**src/rtl/down_timer.sv**
```systemverilog
`default_nettype none
// ============================================================================
//  Module      : down_timer
//  Description : Programmable down-counting interval timer with prescaler,
//                one-shot / auto-reload modes, terminal-count pulse and a
//                sticky done level for one-shot expiry.
//  Revision    : 1.0 - initial release
// ============================================================================
module down_timer #(
    parameter int WIDTH    = 8,
    parameter int PRESCALE = 1
) (
    input  logic             clk,
    input  logic             rst,
    input  logic             start,
    input  logic             abort,
    input  logic             reload_en,
    input  logic [WIDTH-1:0] load_val,
    output logic [WIDTH-1:0] count,
    output logic             busy,
    output logic             tc,
    output logic             done
);

    // Prescaler needs at least one bit even when every cycle is a tick.
    localparam int c_PW = (PRESCALE > 1) ? $clog2(PRESCALE) : 1;
    localparam logic [c_PW-1:0] c_PRE_LAST = c_PW'(PRESCALE - 1);

    typedef enum logic [1:0] {
        ST_IDLE = 2'd0,
        ST_RUN  = 2'd1,
        ST_DONE = 2'd2
    } state_t;

    state_t           r_state;
    logic [c_PW-1:0]  r_pre;
    logic [WIDTH-1:0] r_reload;

    logic w_tick;
    logic w_load_ok;
    logic w_terminal;

    // Tick and load qualifiers; a zero load value is never accepted.
    assign w_tick     = (r_pre == c_PRE_LAST);
    assign w_load_ok  = start && (load_val != '0);
    assign w_terminal = (count == WIDTH'(1));

    // Timer FSM: abort outranks start, start outranks the counting tick.
    always_ff @(posedge clk or posedge rst) begin
        if (rst) begin
            r_state  <= ST_IDLE;
            r_pre    <= '0;
            r_reload <= '0;
            count    <= '0;
            busy     <= 1'b0;
            tc       <= 1'b0;
            done     <= 1'b0;
        end else if (abort) begin
            // Cancels everything, including a tc that would fire this edge.
            r_state <= ST_IDLE;
            r_pre   <= '0;
            count   <= '0;
            busy    <= 1'b0;
            tc      <= 1'b0;
            done    <= 1'b0;
        end else begin
            tc <= 1'b0;
            case (r_state)
                ST_IDLE, ST_DONE: begin
                    if (w_load_ok) begin
                        count    <= load_val;
                        r_reload <= load_val;
                        r_pre    <= '0;
                        busy     <= 1'b1;
                        done     <= 1'b0;
                        r_state  <= ST_RUN;
                    end
                end
                ST_RUN: begin
                    // start and load_val are deliberately ignored while running.
                    r_pre <= w_tick ? '0 : r_pre + 1'b1;
                    if (w_tick) begin
                        if (!w_terminal) begin
                            count <= count - 1'b1;
                        end else begin
                            tc <= 1'b1;
                            if (reload_en) begin
                                count <= r_reload;
                            end else begin
                                count   <= '0;
                                busy    <= 1'b0;
                                done    <= 1'b1;
                                r_state <= ST_DONE;
                            end
                        end
                    end
                end
                default: begin
                    r_state <= ST_IDLE;
                end
            endcase
        end
    end

endmodule
`default_nettype wire

```
**config.mk**
```make
export PLATFORM = sky130hd
export DESIGN_NAME = down_timer
export DESIGN_NICKNAME = d
export VERILOG_FILES = /design/src/rtl/down_timer.sv
export SDC_FILE = /design/constraint.sdc
export NUM_CORES = 1
export LEC_CHECK = 0
export ABC_AREA = 1
export BUFFER_PORTS_ARGS = -buffer_cell sky130_fd_sc_hd__buf_4
export CORE_ASPECT_RATIO = 0.7
export CORE_MARGIN = 2
export CORE_UTILIZATION = 59
export DETAILED_ROUTE_END_ITERATION = 12
export PLACE_DENSITY = 0.83
export SLEW_MARGIN = 20
export SYNTH_ARGS = -nofsm -noshare
export SYNTH_HDL_FRONTEND = slang
export SYNTH_SLANG_ARGS = --single-unit
```
**constraint.sdc**
```tcl
create_clock -name clk -period 3.5 [get_ports clk]
set_input_delay 0.175 -clock clk [delete_from_list [all_inputs] [get_ports clk]]
set_output_delay 0.175 -clock clk [all_outputs]
set_load 0.01 [all_outputs]
```
Word-level counts from Yosys, hierarchy flattened
Cells that the tools add are included.

cells by class
  add/sub/neg operators = 2
  reduce and logical (&&, ||, !) cells = 10
  bitwise logic cells = 1
  equality and inequality tests = 7
  multiplexer cells = 31

operators by type and width
  cell                                              count
  two-way mux 8 bit                                 5
  two-way mux 1 bit                                 16
  case mux 8 bit (2 select lines)                   1
  inequality test 3 bit, second input constant      4
  two-way mux 2 bit                                 5
  == test 8 x 1 -> 1 bit, second input constant     1
  nonzero test 8 bit                                1
  subtractor 8 x 1 -> 8 bit, second input constant  1
  case mux 1 bit (2 select lines)                   3
  AND reduction 3 bit                               2
  AND reduction 5 bit                               1
  case mux 2 bit (2 select lines)                   1
  AND reduction 4 bit                               1
  nonzero test 3 bit                                1
  == test 2 x 1 -> 1 bit, second input constant     1
  == test 2 bit, second input constant              1
  logical NOT 2 bit                                 1
  AND reduction 2 bit                               1
  OR reduction 2 bit                                1
  adder 1 bit, second input constant                1
  logical AND 1 bit                                 1
  inverter 1 bit                                    1

word-level totals
  input bits = 13
  register bits = 22

Logic depth before layout (Yosys ltp)
Gate-level depths: netlist of the first run.

  depth after elaboration = 5
  gate-level depth with buffers = 10

Worst setup path before layout of the first run
Ideal clock, no wire load.

  path type = reg-to-reg
  start point = register count[1]
  end point = register r_state[1]
  setup time = 118 ps
  cell stages (with the launch flop) = 11
  setup slack = 2,017 ps
  path buffers = 1
  arrival time = 1,364 ps
  path through = dfrtp_1 -> inv_1 -> ha_1 -> inv_1 -> nor2_4 -> nand3_4 -> nand2_4 -> buf_8 -> nand2_4 -> nand2_1 -> o21ai_2

on the way
  word-level cells in the longest chain between the ends = 3

ends and longest elaborated chain
  what                                    line  RTL
  start, declared                         19    output logic [WIDTH-1:0] count,
  start signal, assigned                  71    count <= load_val;
  start signal, assigned                  84    count <= count - 1'b1;
  start signal, assigned                  88    count <= r_reload;
  == test 8 x 1 -> 1 bit                  46    assign w_terminal = (count == WIDTH'(1));
  inequality test 3 bit (no source line)  --
  AND reduction 4 bit (no source line)    --
  end signal, assigned                    51    r_state <= ST_IDLE;
  end signal, assigned                    60    r_state <= ST_IDLE;
  end signal, assigned                    76    r_state <= ST_RUN;
  end, declared                           35    state_t r_state;

Every way passes these cells.
A chain may end at the register's enable or synchronous reset.

==> metrics.md, run 1 <==
| Metric | Value |
|---|---|
| Status | `finished with violations` |
| Failing checks | `hold timing` |
| Tmin final | `about 1.7 ns` |
| Clk sink count | `21` |
| CTS max path bufs | `2` |
| Sequential share of the synthesized area | `0.3780` |
| Synth Area in Compound Gates | `0.07651` |
| Vias in the first global route | `1222` |
| Reg2reg path depth | `9` |
| DRC viols | `0` |
| Clock latency on the worst-skew pair | `0.31 ns` |
| Static Leak | `about 0.86 nW` |
| GP Congestion | `0.8628` |
| Power consumption | `around 1.3 mW` |
| H-tree depth | `1` |
| Global-route wire length before repair | `5402 µm` |
| Fill cells | `181` |
| Largest family of logic cells by synthesized area | `simple AND/OR/NAND/NOR gates` |
| DPL Wire Length | `2520 µm` |
| Post-CTS setup buffers | `0` |
| CP top delay family | `simple AND/OR/NAND/NOR gates` |
| Worst reg2reg startpoint | `count[1]$_DFFE_PP0P_` |
| Worst-Margin Slew | `0.7782 ns` |
| Vias per inst | `5.244` |
| Clock skew | `0.002652 ns` |
| Final net count | `238` |
| FF-to-FF setup slack | `about 1.8 ns` |
| Total Wirelength | `3219 µm` |
| Worst VDD drop | `0.0004737 V` |
| Type of element capturing the critical path | `register` |
| Die ar. | `2766 µm²` |
| Setup Viol. Count Final | `0` |
| Total track usage | `0.2715` |
| Unrepaired setup endpoints after global routing | `false` |
| Routed vias | `1332` |
| Multi-input logic area | `around 700 µm²` |
| Total congestion overflow | `0` |
| DP Area | `approximately 1600 µm²` |
| Number of synthesized register bits | `21` |
| Die Span Y | `roughly 45 µm` |
| Total negative slack | `0 ns` |
| Mux share of post-synthesis cell area | `0` |
| Utilization after layout | `0.7263` |
| Max_slew headroom | `0.4806` |
| F_max | `0.5836 GHz` |
| Crit path launch | `count[1]$_DFFE_PP0P_` |
| Critical-path top delay cell | `dfrtp_1` |
| Critical Path Stages | `9` |
| Max stage delay on crit path | `0.41 ns` |
| Antenna violations before repair | `0` |
| Setup crit end | `r_reload[7]$_DFFE_PP0P_` |
| Setup ws final | `around 1.8 ns` |
| Port Buffers | `23` |
| Core area | `2190 µm²` |
| Post-synthesis cell count | `slightly below 200` |
| CTS tree | `done` |
| Starting Density | `0.6349` |
| Die span in x | `62.02 µm` |
| Reg area | `525.5 µm²` |
| # placed instances | `250` |
| Worst Path Max Fanout | `15` |
| Tightest Hold Check Type | `input port to async pin` |
| Final instance area | `1590 µm²` |
| Synth Area in Simple Gates | `0.4212` |
| CTS resizes | `0` |
| Fin. Hold Viols | `1` |
| Std-Cell Rows | `14` |
| ANT nets after route | `0` |
| Critical path cell sequence | `inv_1 -> ha_1 -> inv_1 -> nor2_4 -> nand3_4 -> nand2_4 -> nand3_4 -> nand2_1 -> nand2_1` |
| Non-filler instance count after layout | `254` |
| Synthesized area | `between 1000 and 1500 µm²` |
| Max Cap Viol | `0` |
| Largest net degree at the start of global routing | `22` |
| Clock transition at the registers of the reported paths | `0.11 ns` |
| Worst path arrival time | `1.92 ns` |
| Commonest non-fill, non-tap cell in the layout | `nand2_1` |
| Worst path bufs/invs | `2` |
| Mean Syn Cell Area | `6.985 µm²` |
| Worst setup path class | `register to register` |
| Synth cell types | `24` |
| Yosys warns | `0` |
| Pwr Density | `816.8 nW/µm²` |
| Post-placement worst setup slack | `1.840 ns` |
| Total CTS buffers | `3` |
| Pre-antenna DRT Iters | `4` |
| Reg-to-reg critical path endpoint | `r_reload[7]$_DFFE_PP0P_` |
| Root Driver | `clkbuf_4` |
| Setup crit start kind | `register` |
| Commonest non-fill, non-tap cells in the layout | `nand2_1, nor2_1, buf_4` |
| Hold slack | `-0.0001492 ns` |
| Fin. max-slew vios | `0` |
| Adder-Cell Fraction of Synth Area | `0.01800` |
| Syn Nets | `between 200 and 250` |
| Xor/xnor share of the synthesized area | `0` |
| Required @ worst endpoint | `roughly 3.7 ns` |
| Ports | `24` |
| ANT cells | `0` |
| Share of cells above drive strength 1 | `0.2207` |
| Period utilization | `0.4895` |
| Post-CTS Hold Fix Bufs | `0` |
| WL per Instance | `12.67 µm` |
| Syn-to-layout area delta | `14.40%` |
| DR iter-0 viols | `103` |
==> how the worst min path moves through the flow <==
stage,end,slack [ns]
global route,busy$_DFFE_PP0P_,0.06
detailed placement,done$_DFFE_PP0P_,0.37
finish,done$_DFFE_PP0P_,-0.0001
CTS,done$_DFFE_PP0P_,0.03
global placement,count[0]$_DFFE_PP0P_,0.36
floorplan,busy$_DFFE_PP0P_,0.15
==> synthesized netlist by cell type, drive strengths merged <==
| master | instances | area (µm²) |
|---|---|---|
| nand2 | 62 | 257.7 |
| nor2 | 38 | 172.7 |
| inv | 29 | 108.9 |
| dfrtp | 21 | 525.5 |
| nand3 | 14 | 100.1 |
| o21ai | 12 | 63.81 |
| nand4 | 8 | 50.05 |
| a21oi | 7 | 35.03 |
| buf | 4 | 38.78 |
| ha | 2 | 25.02 |
| nor3 | 1 | 5.000 |
| o21bai | 1 | 7.510 |
==> routing by layer <==
layer	up-vias	track usage	part of all wire
li1	668	-	-
met1	612	0.3658	0.47
met5	-	0	0
met4	0	0.09362	0.017
met3	7	0.06433	0.061
met2	45	0.4271	0.45
==> worst reg2reg max path: cells and delay by family (launching register included) <==
kind | cells | cell delay, ns
buf+inv | 2 | 0.19
fa+ha+maj | 1 | 0.19
simple gates | 6 | 0.82
flops | 1 | 0.41
==> kinds of logic after synthesis <==
kind of cell	count (synthesis)
AO/OA/AOI/OAI	20
adder cells (fa/ha/maj)	2
buffers and inverters	33
flip-flops	21
AND/OR/NAND/NOR	123
==> final cells by class <==
type                            instances  area share
Multi-Input combinational cell        145      0.4508
Clock buffer                            4     0.01652
Inverter                               29     0.06845
Tap cell                               32     0.02518
Timing Repair Buffer                   23      0.1086
Sequential cell                        21      0.3304
==> where the power goes <==
| group | switching, mW | total [mW] | leakage [nW] | internal (mW) |
|---|---|---|---|---|
| combinational | 0.460 | 0.727 | 0.578 | 0.267 |
| sequential | 0.105 | 0.455 | 0.266 | 0.350 |
| clock | 0.0729 | 0.117 | 0.0150 | 0.0445 |
| total | 0.637 | 1.30 | 0.859 | 0.661 |
==> sequential cells by signal (all words and copies together), names as in the netlist <==
name	cells
r_reload	8
done	1
tc	1
count	8
busy	1
r_state	2
Note: power is estimated with default switching activity, not from simulation.
==> run 2, diff against run 1 <==
Settings changed: CORE_UTILIZATION 59 to 50, PLACE_DENSITY 0.83 to 0.75.
Clock period 3.5 ns to 1.5 ns, I/O delays scaled along.
==> run 2 against run 1 <==
The flow finishes with violations (setup timing). Cell area is 17% higher. Critical path depth increased by 1. Register-to-register slack got worse by 1.8 ns. Setup slack worse by 1.8 ns. Combinational power rose to 3.0 times the previous value. Non-clock buffer count increased by 18. Total power grew to 2.8 times the previous value. Via count rose by 5.7%. Clock power rose to 3.1 times the previous value. Critical path type unchanged.
==> metrics.md, run 2 (synthesis gave the netlist of run 1 again) <==
| Metric | Value |
|---|---|
| Max_slew headroom | `0.7756 (+0.2950)` |
| Min-delay src | `load_val[0]` |
| WL per Instance | `13.12 µm (+3.6%)` |
| Total congestion overflow | `0 (unchanged)` |
| CTS max path bufs | `2 (unchanged)` |
| DR iter-0 viols | `63 (-39%)` |
| Vias per inst | `5.120 (-2.4%)` |
| Pwr Density | `1958 nW/µm² (+140%)` |
| FF-to-FF setup slack | `-0.003 ns (-1.79 ns)` |
| Antenna violations before repair | `0 (unchanged)` |
| Final instance area | `1863 µm² (+17%)` |
| Status | `finished with violations` |
| Reg2reg path depth | `10 (+1)` |
| Worst reg2reg startpoint | `count[1]$_DFFE_PP0P_` |
| Pre-antenna DRT Iters | `4 (unchanged)` |
| GP Congestion | `0.8521 (-1.2%)` |
| Clock skew | `0.002549 ns (-0.0001032 ns)` |
| F_max | `0.6654 GHz (+14%)` |
| Setup crit start kind | `register` |
| Clk sink count | `21 (unchanged)` |
| Failing checks | `setup timing` |
| Required @ worst endpoint | `1.64 ns (-2.07 ns)` |
| Total CTS buffers | `3 (unchanged)` |
| Post-placement worst setup slack | `-0.04071 ns (-1.881 ns)` |
| H-tree depth | `1 (unchanged)` |
| DP Area | `1664 µm² (+6.4%)` |
| ANT nets after route | `0 (unchanged)` |
| Tightest Hold Check Type | `input port to register` |
| Share of cells above drive strength 1 | `0.3568 (+0.1361)` |
| Crit path launch | `count[1]$_DFFE_PP0P_` |
| Starting Density | `0.5446 (-0.09025)` |
| Largest regs | `count (8), r_reload (8), r_state (2)` |
| Setup ws final | `-0.002878 ns (-1.789 ns)` |
| Final net count | `257 (+8.0%)` |
| Die span in x | `67.02 µm (+8.1%)` |
| Unrepaired setup endpoints after global routing | `true` |
| Core area | `2552 µm² (+17%)` |
| Syn-to-layout area delta | `34.02%` |
| Std-Cell Rows | `15 (+1)` |
| Commonest non-fill, non-tap cells in the layout | `nand2_1, buf_4, nor2_1` |
| Clock latency on the worst-skew pair | `0.25 ns (-0.06 ns)` |
| Max Cap Viol | `0 (unchanged)` |
| Worst-Margin Slew | `0.3354 ns (-0.4428 ns)` |
| Fin. max-slew vios | `0 (unchanged)` |
| Static Leak | `0.9694 nW (+13%)` |
| Hold Crit Depth | `3` |
| Period utilization | `1.002 (+0.5124)` |
| Type of element capturing the critical path | `register` |
| Ports | `24 (unchanged)` |
| Total track usage | `0.2404 (-0.03108)` |
| Commonest non-fill, non-tap cell in the layout | `nand2_1` |
| Total Wirelength | `3609 µm (+12%)` |
| Fin. Hold Viols | `0 (-1)` |
| Total negative slack | `-0.002878 ns (-0.002878 ns)` |
| Port Buffers | `23 (unchanged)` |
| Die ar. | `3225 µm² (+17%)` |
| CTS tree | `done` |
| Vias in the first global route | `1218 (-0.33%)` |
| Root Driver | `clkbuf_8` |
| ANT cells | `0 (unchanged)` |
| Routed vias | `1408 (+5.7%)` |
| Tmin final | `1.503 ns (-0.2105 ns)` |
| Worst path arrival time | `1.64 ns (-0.28 ns)` |
| Worst setup path class | `register to register` |
| Global-route wire length before repair | `5554 µm (+2.8%)` |
| Setup Viol. Count Final | `1 (+1)` |
| Die Span Y | `48.12 µm (+7.9%)` |
| Largest net degree at the start of global routing | `22 (unchanged)` |
| Worst Path Max Fanout | `6 (-9)` |
| DPL Wire Length | `2603 µm (+3.3%)` |
| Clock transition at the registers of the reported paths | `0.07 ns (-0.04 ns)` |
| DRC viols | `0 (unchanged)` |
| Utilization after layout | `0.7299 (+0.003616)` |
| Worst VDD drop | `0.0008877 V (+87%)` |
## run 2: cell types whose count changed in the layout (fill, tap and decap cells not counted), moves of 3 or more
cell,delta
nand2_1,-4
clkbuf_8,+3
buf_4,+15
inv_2,+3
nand2_2,+3
clkbuf_4,-3
nor2_1,-4
inv_1,-3
## run 2: layer usage
metal,GRT usage,up-vias,wire (µm)
li1,-,715,-
met1,0.3450,650,1780
met2,0.3762,39,1663
met3,0.05312,4,127
met4,0.06122,0,37
met5,0,-,0
## run 2: worst max-delay path: stages, from the launching register on
cell     delay (ns)
dfrtp_1        0.39
inv_2          0.11
ha_4           0.16
inv_2          0.04
nor2_4         0.13
nand3_4        0.11
nand2_8        0.11
buf_6          0.14
nor2_2         0.05
nand2_1        0.08
a21oi_2        0.06
## run 2: metrics by stage
stage / cells / total power, mW / hold slack [ns]
floorplan: 199 / 2.261 / 0.05153
global placement: 265 / 2.863 / 0.1265
detailed placement: 265 / 2.917 / 0.1251
CTS: 274 / 3.383 / 0.08097
global route: 275 / 3.939 / 0.09632
finish: 275 / 3.649 / 0.08423
## run 2: power breakdown
part	internal, mW	switching, mW
clock	0.189	0.171
combinational	0.937	1.26
sequential	0.825	0.268
## run 2: worst paths after layout
| check | to |
|---|---|
| worst min register to register | r_reload[4]$_DFFE_PP0P_ |
| worst min-delay path | r_reload[0]$_DFFE_PP0P_ |
| max in group asynchronous | count[5]$_DFFE_PP0P_ |
| worst max register to register | count[7]$_DFFE_PP0P_ |
| worst max-delay path | count[7]$_DFFE_PP0P_ |
| min in group asynchronous | count[7]$_DFFE_PP0P_ |
## run 2: cell type report
type,count,area [µm²]
Timing Repair Buffer,41,326.6
Fill cell,212,689.4
Tap cell,34,42.54
Multi-Input combinational cell,146,812.0
Clock buffer,4,45.04
Inverter,29,108.9
Sequential cell,21,528.0
## run 2: what timing repair did
action	in CTS	in global routing
pin swaps	2	10
hold buffers	1	0
endpoints found under the setup margin	9	18
gates cloned	1	0
endpoints found under the hold margin	21	0
setup buffers	3	1
gates resized for setup	5	23
